[src/rtl/fi_fractal_scan.sv]
// fi_fractal_scan: raster-scan controller for the Julia-set generator with valid/ready pixel output
module fi_fractal_scan #(
  parameter int WS      = 16,
  parameter int MAXITER = 23,
  parameter int CW      = 5,
  parameter int HRES    = 1280,
  parameter int VRES    = 720,
  parameter int SETTLE  = 4
) (
  input  logic              iCLK,
  input  logic              iRST_N,
  input  logic              iStart,
  input  logic [2*WS-1:0]   iC,
  input  logic [WS-1:0]     iThres,
  output logic [WS-1:0]     oX,
  output logic [WS-1:0]     oY,
  output logic [2*WS-1:0]   oC,
  output logic [WS-1:0]     oThres,
  input  logic [MAXITER-1:0] iIterCnt,
  output logic              oPixValid,
  input  logic              iPixReady,
  output logic [CW-1:0]     oPixCnt,
  output logic [23:0]       oPixRGB,
  output logic              oSOF,
  output logic              oEOL,
  output logic              oBusy,
  output logic              oDone
);
  localparam int SW = $clog2(SETTLE + 1);
  typedef enum logic [2:0] {S_IDLE, S_LOAD, S_SETTLE, S_CAPTURE, S_OUT, S_DONE} state_t;
  state_t          r_state;
  logic [SW-1:0]   r_wait;
  logic [CW-1:0]   w_cnt;
  logic [7:0]      w_r;
  logic [23:0]     w_rgb;
  logic            w_last_x;
  logic            w_last_y;
  // thermometer decode: index of the highest set bit, 0 when no bit is set
  always_comb begin
    w_cnt = '0;
    for (int i = 0; i < MAXITER; i++)
      if (iIterCnt[i]) w_cnt = CW'(i);
  end
  assign w_r      = 8'(w_cnt) << (8 - CW);
  assign w_rgb    = {w_r, ~w_r, (w_cnt == CW'(MAXITER - 1)) ? 8'h00 : 8'h80};
  assign w_last_x = (oX == WS'(HRES - 1));
  assign w_last_y = (oY == WS'(VRES - 1));
  // frame sequencer: load, settle/capture/output per pixel, then done pulse
  always_ff @(posedge iCLK or negedge iRST_N) begin
    if (!iRST_N) begin
      r_state   <= S_IDLE;
      r_wait    <= '0;
      oX        <= '0;
      oY        <= '0;
      oC        <= '0;
      oThres    <= '0;
      oPixValid <= 1'b0;
      oPixCnt   <= '0;
      oPixRGB   <= '0;
      oSOF      <= 1'b0;
      oEOL      <= 1'b0;
      oBusy     <= 1'b0;
      oDone     <= 1'b0;
    end else begin
      case (r_state)
        S_IDLE: if (iStart) r_state <= S_LOAD;
        S_LOAD: begin
          oC      <= iC;
          oThres  <= iThres;
          oX      <= '0;
          oY      <= '0;
          oBusy   <= 1'b1;
          r_wait  <= SW'(SETTLE - 1);
          r_state <= S_SETTLE;
        end
        S_SETTLE: begin
          if (r_wait == '0) r_state <= S_CAPTURE;
          else r_wait <= r_wait - 1'b1;
        end
        S_CAPTURE: begin
          oPixCnt   <= w_cnt;
          oPixRGB   <= w_rgb;
          oPixValid <= 1'b1;
          oSOF      <= (oX == '0) && (oY == '0);
          oEOL      <= w_last_x;
          r_state   <= S_OUT;
        end
        S_OUT: begin
          if (iPixReady) begin
            oPixValid <= 1'b0;
            oSOF      <= 1'b0;
            oEOL      <= 1'b0;
            if (w_last_x && w_last_y) begin
              oDone   <= 1'b1;
              r_state <= S_DONE;
            end else begin
              oX      <= w_last_x ? '0 : oX + WS'(1);
              if (w_last_x) oY <= oY + WS'(1);
              r_wait  <= SW'(SETTLE - 1);
              r_state <= S_SETTLE;
            end
          end
        end
        S_DONE: begin
          oDone   <= 1'b0;
          oBusy   <= 1'b0;
          r_state <= S_IDLE;
        end
        default: r_state <= S_IDLE;
      endcase
    end
  end
endmodule
[config.mk]
export PLATFORM = sky130hd
export DESIGN_NAME = fi_fractal_scan
export DESIGN_NICKNAME = d
export VERILOG_FILES = /design/src/rtl/fi_fractal_scan.sv
export SDC_FILE = /design/constraint.sdc
export NUM_CORES = 1
export LEC_CHECK = 0
export ABC_AREA = 1
export CAP_MARGIN = 20
export CORE_UTILIZATION = 35
export CTS_CLUSTER_DIAMETER = 100
export DETAILED_ROUTE_END_ITERATION = 8
export DONT_BUFFER_PORTS = 1
export REMOVE_ABC_BUFFERS = 1
export SETUP_SLACK_MARGIN = 0.3
export SLEW_MARGIN = 20
export SYNTH_ARGS = -nofsm -noshare
export SYNTH_HDL_FRONTEND = slang
export SYNTH_SLANG_ARGS = --single-unit
[constraint.sdc]
create_clock -name iCLK -period 2.15 [get_ports iCLK]
set_input_delay 0.215 -clock iCLK [delete_from_list [all_inputs] [get_ports iCLK]]
set_output_delay 0.215 -clock iCLK [all_outputs]
set_load 0.03 [all_outputs]
# After elaboration in Yosys (flattened, before gate mapping)
# Index checks and enable logic that the tools add are counted.
[op_classes] add_sub_neg=3 eq_ne=15 mux=48 bitwise=1 n_reduce_logical=17
[op_table] op="$mux W16" count=6
[op_table] op="$mux W5" count=19
[op_table] op="$pmux W16 S2" count=2
[op_table] op="$add A16 B1 Y16 const B" count=2
[op_table] op="$logic_not A16 Y1" count=2
[op_table] op="$mux W3" count=7
[op_table] op="$eq A16 B10 Y1 const B" count=1
[op_table] op="$eq A16 B11 Y1 const B" count=1
[op_table] op="$pmux W3 S5" count=1
[op_table] op="$ne A2 B2 Y1 const B" count=7
[op_table] op="$pmux W1 S2" count=5
[op_table] op="$pmux W3 S3" count=1
[op_table] op="$reduce_and A3 Y1" count=3
[op_table] op="$mux W8" count=1
[op_table] op="$not A8 Y8" count=1
[op_table] op="$reduce_and A4 Y1" count=2
[op_table] op="$reduce_bool A2 Y1" count=4
[op_table] op="$eq A3 B2 Y1 const B" count=2
[op_table] op="$eq A3 B3 Y1 const B" count=2
[op_table] op="$logic_not A3 Y1" count=2
[op_table] op="$eq A5 B5 Y1 const B" count=1
[op_table] op="$mux W1" count=4
[op_table] op="$mux W2" count=2
[op_table] op="$eq A3 B1 Y1 const B" count=1
[op_table] op="4 further kinds" count=5
[totals] ff_bits=117 inputBits=75 out_inout_bits=114 elab_cells=97

# Longest topological paths before layout
# Gate-level depths: netlist of the first run.
[logic_depth] word_depth=24 mapped_depth=23 depth_no_buf=23

# Worst setup path before layout of the first run
# OpenSTA, ideal clock, no wires.
[synth_path] path_type="reg2reg" from="register oX[1]" to="register oY[5]" setup_time_ns=0.135 arrival_ns=2.080 required_time_ns=2.015 path_slack_ns=-0.065 path_stages_with_launch=15 path_buffers=0 period_less_slack_ns=2.215 path_cell_list="dfrtp_1 > ha_1 > nand2_1 > nor2_2 > nand2_2 > nor4_4 > nand4_2 > nand2_2 > nand2_4 > nand2_8 > nor2_8 > nand2_4 > nor2_4 > a21oi_1 > nor3_2"
[synth_via] elab_chain_len=4 elab_cells_between_ends=5 classes_between="eq/ne (3); reduce/logical (2)"
[synth_rtl] item="start: declaration" line_no="15" rtl="output logic [WS-1:0] oX,"
[synth_rtl] item="start signal: assignment" line_no="97" rtl="oX <= w_last_x ? '0 : oX + WS'(1);"
[synth_rtl] item="$eq A16 B11 Y1 (*)" line_no="46" rtl="assign w_last_x = (oX == WS'(HRES - 1));"
[synth_rtl] item="$logic_and A1 B1 Y1" line_no="93" rtl="if (w_last_x && w_last_y) begin"
[synth_rtl] item="$ne A2 B2 Y1 (no line)"
[synth_rtl] item="$reduce_and A4 Y1 (no line) (*)"
[synth_rtl] item="end signal: assignment" line_no="98" rtl="if (w_last_x) oY <= oY + WS'(1);"
[synth_rtl] item="end: declaration" line_no="16" rtl="output logic [WS-1:0] oY,"
# Every way passes the cells marked *; elsewhere a longest branch is shown, timed or not.
# A chain may end at the register's enable or synchronous reset.

# Worst setup path after layout of the first run
[layout_path] from="register oX[1]" to="register oY[7]"
# The elaborated chain is that of the path after synthesis.

==> results.toml, run 1 <==
[grt]
grt_max_degree = 104
grt_overflow = 0
antenna_found_initial = 1
grt_pass1_vias = 4472
grt_pass1_wl_um = 21200
track_usage = 0.181

[timing]
worst_pin_slew_ns = 0.804
hold_viol = 103
fmax_ghz = 0.488
setup_violations = 0
finalCriticalPeriod_ns = 2.05
rsz0062_at_grt = "true"
max_slew_margin = 0.464
fin_crit_sh = 0.953
fin_hold_ws_ns = -0.439
drv_slew = 0
fin_worst_skew_ns = 0.00567
fin_ws_ns = 0.101

[detailed_routing]
drt-total-wl_um = 13500
wl_per_cell_um = 14.8
drt_pass1_iterations = 5
via_count = 4503
drc = 0
via_per_inst = 4.92
ant_nets = 0
drtIter0Drc = 166

[synthesis]
synth_top_flop_cell = "dfrtp_1"
synth_warnings = 0
synthCells = 636
ys_seq_area_frac = 0.498
async_reset_ff_frac = 1.00
yosysTopAreaCell = "dfrtp_1"
synth_edf_count = 0
ys_ff_latch = 103
syn_area_um2 = 5170
ys_types = 44
synth_most_common_cell = "nand2_1"
syn_avg_cell_area_um2 = 8.14
synth_top_area_share = 0.498
yosys-top-cells-count = "235 x nand2_1, 103 x dfrtp_1, 65 x inv_1"
synthTopCellsByArea = "dfrtp_1 50%, nand2_1 17%, inv_1 4.7%"

[floorplan]
die_w_um = 124
coreArea_um2 = 14500
row_count = 44
io_pins = 189
die_h_um = 124
start_util = 0.357
die_area_um2 = 15300

[clocking]
clk_latency_ns = 0.34
cts_sinks = 103
cts_max_level = 3
clk_pin_slew_ns = 0.07
cts_root_buf = "clkbuf_16"
cts_buffers = 9
cts_tree = "done"
ctsLongestPathBuffers = 2

[pwr]
powerDensity_nw_per_um2 = 1270
fin_total_pwr_uw = 8280
vdd_drop_max_mv = 0.799
p_leak_uw = 0.00320

[cells_and_area]
drive_gt1_frac = 0.168
fin_util = 0.449
antenna_cells = 0
n_fill_cell = 1364
fin_nets = 808
syn2layout_area_growth_pct = 25.6
multi_input_area_um2 = 2220
seqCellArea_um2 = 2580

[worst_setup_path]
start_kind = "register"
arrival_ns = 2.28
cp.required_ns = 2.38
worst_setup_path_end_kind = "register"
crit_type = "reg -> reg"
worst-path-max-fanout = 6

[placement]
preCtsSetupSlack_ns = -0.0106
routabilityCongestion = 0.906
numPortBuffers = 0
dp_hpwl_um = 9380

[run]
cap_violations = 0

[min_path]
hold_class = "in -> async"

[run_status]
outcome = "finished, violations left"
violations = "negative hold slack"
worst paths after layout:
kind                           start     endpoint  slack (ns)  cells past startpoint
max reg2reg                    oX[1]        oY[7]        0.10                     13
min                           iRST_N       oC[25]       -0.44                      0
max                            oX[1]        oY[7]        0.10                     13
min in group iCLK              iC[2]        oC[2]        0.03                      2
min reg2reg                r_wait[0]    r_wait[0]        0.49                      1
max in group asynchronous     iRST_N  oPixRGB[13]        2.46                      0
power by group:
group	internal (uW)	switching (uW)	total, uW	leakage [uW]
Combinational	865	1610	2470	0.00177
Sequential	2550	1630	4180	0.00130
Clock	899	719	1620	0.000135
through the flow:
stage               std cells  area, um2  hold slack [ns]  TNS [ns]
finish                    915       6500           -0.439         0
global route              915       6500           -0.469  -0.00990
CTS                       907       6360           -0.461         0
detailed placement        841       5560          -0.0785   -0.0156
global placement          841       5560          -0.0781         0
floorplan                 611       4990          -0.0806     -5.03
repair_timing:
action                     in CTS  in global routing
gates resized for setup         6                 18
buffers inserted               11                  7
pin swaps                      11                  8
setup endpoints to repair      35                 39
hold buffers                   40                  1
hold endpoints to repair      143                104
critical path, stage by stage, from the launching register on:
cell     delay [ns]
dfrtp_1        0.39
ha_4           0.17
nand2_4        0.06
nor2_4         0.11
nand2_2        0.07
nor4_4         0.21
buf_4          0.19
nor2_4         0.05
nor2_8         0.18
nand2_4        0.10
nor2_4         0.14
nand3_2        0.07
o21ai_1        0.12
nor2_1         0.07
metal layers:
layer  GRT usage  vias to the layer above  share of wire
met4      0.0889                        2          0.026
met2       0.298                      205           0.47
met3      0.0531                       28          0.090
met1       0.214                     2102           0.41
met5           0                        -        0.00074
li1            -                     2166              -
cell type report:
| class | instances | area share |
|---|---|---|
| clock inverter | 5 | 0.00905 |
| multi-input combinational | 437 | 0.342 |
| tap | 184 | 0.0354 |
| sequential | 103 | 0.397 |
| inverter | 71 | 0.0437 |
| timing repair buffer | 105 | 0.138 |
| clock buffer | 10 | 0.0352 |
sequential cells by signal, summed over array words and instances, names as in the netlist:
signal     flops
oPixRGB        8
oThres        16
r_state        3
oC            32
oDone          1
oBusy          1
oY            16
oEOL           1
oPixValid      1
oSOF           1
r_wait         3
oX            16
oPixCnt        4
cell usage in the layout (no fill, tap or decap), types with 4 or more instances in the layout:
| cell type | synthesis | layout |
|---|---|---|
| ha_1 | 6 | 5 |
| nand2_1 | 235 | 234 |
| nand2_2 | 5 | 5 |
| o31ai_1 | 7 | 7 |
| o21a_1 | 4 | 4 |
| nand3_1 | 22 | 21 |
| clkbuf_16 | 0 | 9 |
| nor4_1 | 5 | 4 |
| o21ai_1 | 5 | 6 |
| nor3_2 | 4 | 6 |
| inv_1 | 65 | 64 |
| nand4_1 | 13 | 13 |
| xor2_1 | 7 | 6 |
| o21ai_0 | 16 | 15 |
| nor2_1 | 34 | 33 |
| nor3_1 | 14 | 12 |
| dlygate4sd3_1 | 0 | 41 |
| a21oi_1 | 21 | 19 |
| conb_1 | 1 | 10 |
| nor2_4 | 4 | 7 |
| buf_4 | 18 | 63 |
| dfrtp_1 | 103 | 102 |
| inv_2 | 4 | 4 |
kinds of logic after synthesis:
kind of cell,Yosys count,synth area share
other,1,0.000725
flip-flops,103,0.498
buffers and inverters,105,0.0962
AND/OR/NAND/NOR,349,0.302
adder cells (fa/ha/maj),6,0.0145
XOR/XNOR,9,0.0152
AO/OA/AOI/OAI,63,0.0730
Power figures use the tool's default switching activity.
==> inputs of run 2 (changes only) <==
PLACE_DENSITY = 0.56   (was default)
==> run 2 against run 1 <==
  * The flow still finishes with violations (negative hold slack)
  * Design area increased by 4.0%
  * Total power increased by 5.9%
  * Sequential cell count unchanged
  * Cell count increased by 0.98%
  * Register-to-register slack about the same
  * Critical path depth increased by 2
  * Hold slack got worse by 0.0072 ns
  * Die area unchanged
  * Largest cell class unchanged
  * Largest power group unchanged
==> results.toml, run 2 (synthesized netlist as in run 1, its figures left out) <==
[placement]
place_inst = 841
dp_hpwl_um = 9030
routabilityCongestion = 0.837
place_area_um2 = 5560
numPortBuffers = 0

[clocking]
cts_tree = "done"
clk_latency_ns = 0.35
holdBufCountCts = 46
cts_sinks = 103
clk_pin_slew_ns = 0.07
cts_root_buf = "clkbuf_16"
cts_max_level = 3
cts_buffers = 9
ctsLongestPathBuffers = 2

[worst_setup_path]
crit_path_max_incr_delay_ns = 0.39
start_kind = "register"
worst_path_max_delay_cell = "dfrtp_1"
worst_setup_path_end_kind = "register"
reg2reg_to = "oY[7]"
cp_common_cell = "nand2_4"
crit_family = "simple AND/OR/NAND/NOR gates"
worst-path-max-fanout = 5
cp.required_ns = 2.43
regToRegStartpoint = "oX[1]"
crit_path_start = "oX[1]"
r2r_slack_ns = 0.09
cp_num_buf_inv = 0
r2r_cells = 15
arrival_ns = 2.34
crit_type = "reg -> reg"
critical_path.cell_chain = "ha_4 -> nand2_4 -> nor2_4 -> nand2_2 -> nor4_4 -> nand4_2 -> nand2_2 -> nand2_4 -> nand2_8 -> nor2_8 -> nand2_4 -> nor2_4 -> nand3_2 -> o21ai_2 -> nor2_1"

[floorplan]
die_area_um2 = 15300
row_count = 44
die_w_um = 124
start_util = 0.357
die_h_um = 124
coreArea_um2 = 14500
io_pins = 189

[cells_and_area]
final_cells = 924
n_fill_cell = 1362
fin_util = 0.467
syn2layout_area_growth_pct = 30.5
drive_gt1_frac = 0.197
antenna_cells = 0
seqCellArea_um2 = 2580
final_common_cell = "nand2_1"
fin_nets = 816
fin_area_um2 = 6760
top_register = "oC"
multi_input_area_um2 = 2330
final_cell_mix = "228 x nand2_1, 103 x dfrtp_1, 63 x inv_1"
largest_register_ffs = 32

[timing]
finalCriticalPeriod_ns = 2.06
rsz0062_at_grt = "true"
worst_pin_slew_ns = 0.799
setup_violations = 0
fin_setup_tns_ns = 0
fin_worst_skew_ns = 0.00601
fin_hold_ws_ns = -0.446
drv_slew = 0
fmax_ghz = 0.485
hold_viol = 103
fin_crit_sh = 0.959
max_slew_margin = 0.467

[detailed_routing]
drt-total-wl_um = 13400
drc = 0
wl_per_cell_um = 14.5
ant_nets = 0
via_per_inst = 4.77
drt_pass1_iterations = 4
via_count = 4412
drtIter0Drc = 174

[grt]
grt_max_degree = 104
track_usage = 0.180
antenna_found_initial = 0
grt_overflow = 0
grt_pass1_vias = 4528
grt_pass1_wl_um = 21100

[pwr]
powerDensity_nw_per_um2 = 1300
vdd_drop_max_mv = 0.727
p_leak_uw = 0.00331

[run_status]
violations = "negative hold slack"
outcome = "finished, violations left"

[run]
cap_violations = 0

[min_path]
hold_class = "in -> async"
==> run 2: changes by cell type in the layout (fill, tap and decap cells not counted), moves of 5 or more <==
cell,before,now
buf_6,1,6
dlygate4sd3_1,41,46
a21oi_1,19,14
o21ai_0,15,10
nand2_1,234,228
==> run 2: worst max path at each step <==
stage               slack [ns]  cells after the start  endpoint
floorplan                -0.35                     13     oY[9]
global placement          0.04                     13    oX[11]
detailed placement      -0.007                     13    oX[11]
CTS                      -0.02                     15     oY[7]
global route             -0.04                     13     oY[9]
finish                    0.09                     15     oY[7]
==> run 2: cell type report <==
cell class	count	area share
inverter	71	0.0432
multi-input combinational	437	0.345
clock buffer	12	0.0365
timing repair buffer	113	0.148
sequential	103	0.382
clock inverter	4	0.0115
tap	184	0.0341
==> run 2: per-stage QoR <==
stage          power (uW)  setup slack (ns)
6_report             8760            0.0887
5_1_grt              9350           -0.0355
4_1_cts              8560           -0.0239
3_5_place_dp         6470          -0.00737
3_3_place_gp         6360            0.0449
2_1_floorplan        5710            -0.345
==> run 2: what timing repair did <==
item                                   in CTS  in global routing
setup endpoints to repair                  35                 40
endpoints found under the hold margin     149                103
buffers inserted                           14                  7
pin swaps                                  16                 12
resized for setup                          24                 39
==> run 2: report_power, final <==
part           switching [uW]  leakage (uW)  internal, uW
combinational            1720       0.00185          1080
clock                     735      0.000157          1060
sequential               1620       0.00131          2550
==> run 2: routing by layer <==
| metal | up-vias | part of all wire | global-route usage |
|---|---|---|---|
| li1 | 2188 | - | - |
| met1 | 2044 | 0.42 | 0.210 |
| met2 | 164 | 0.48 | 0.300 |
| met3 | 16 | 0.082 | 0.0591 |
| met4 | 0 | 0.021 | 0.0821 |
| met5 | - | 0 | 0 |
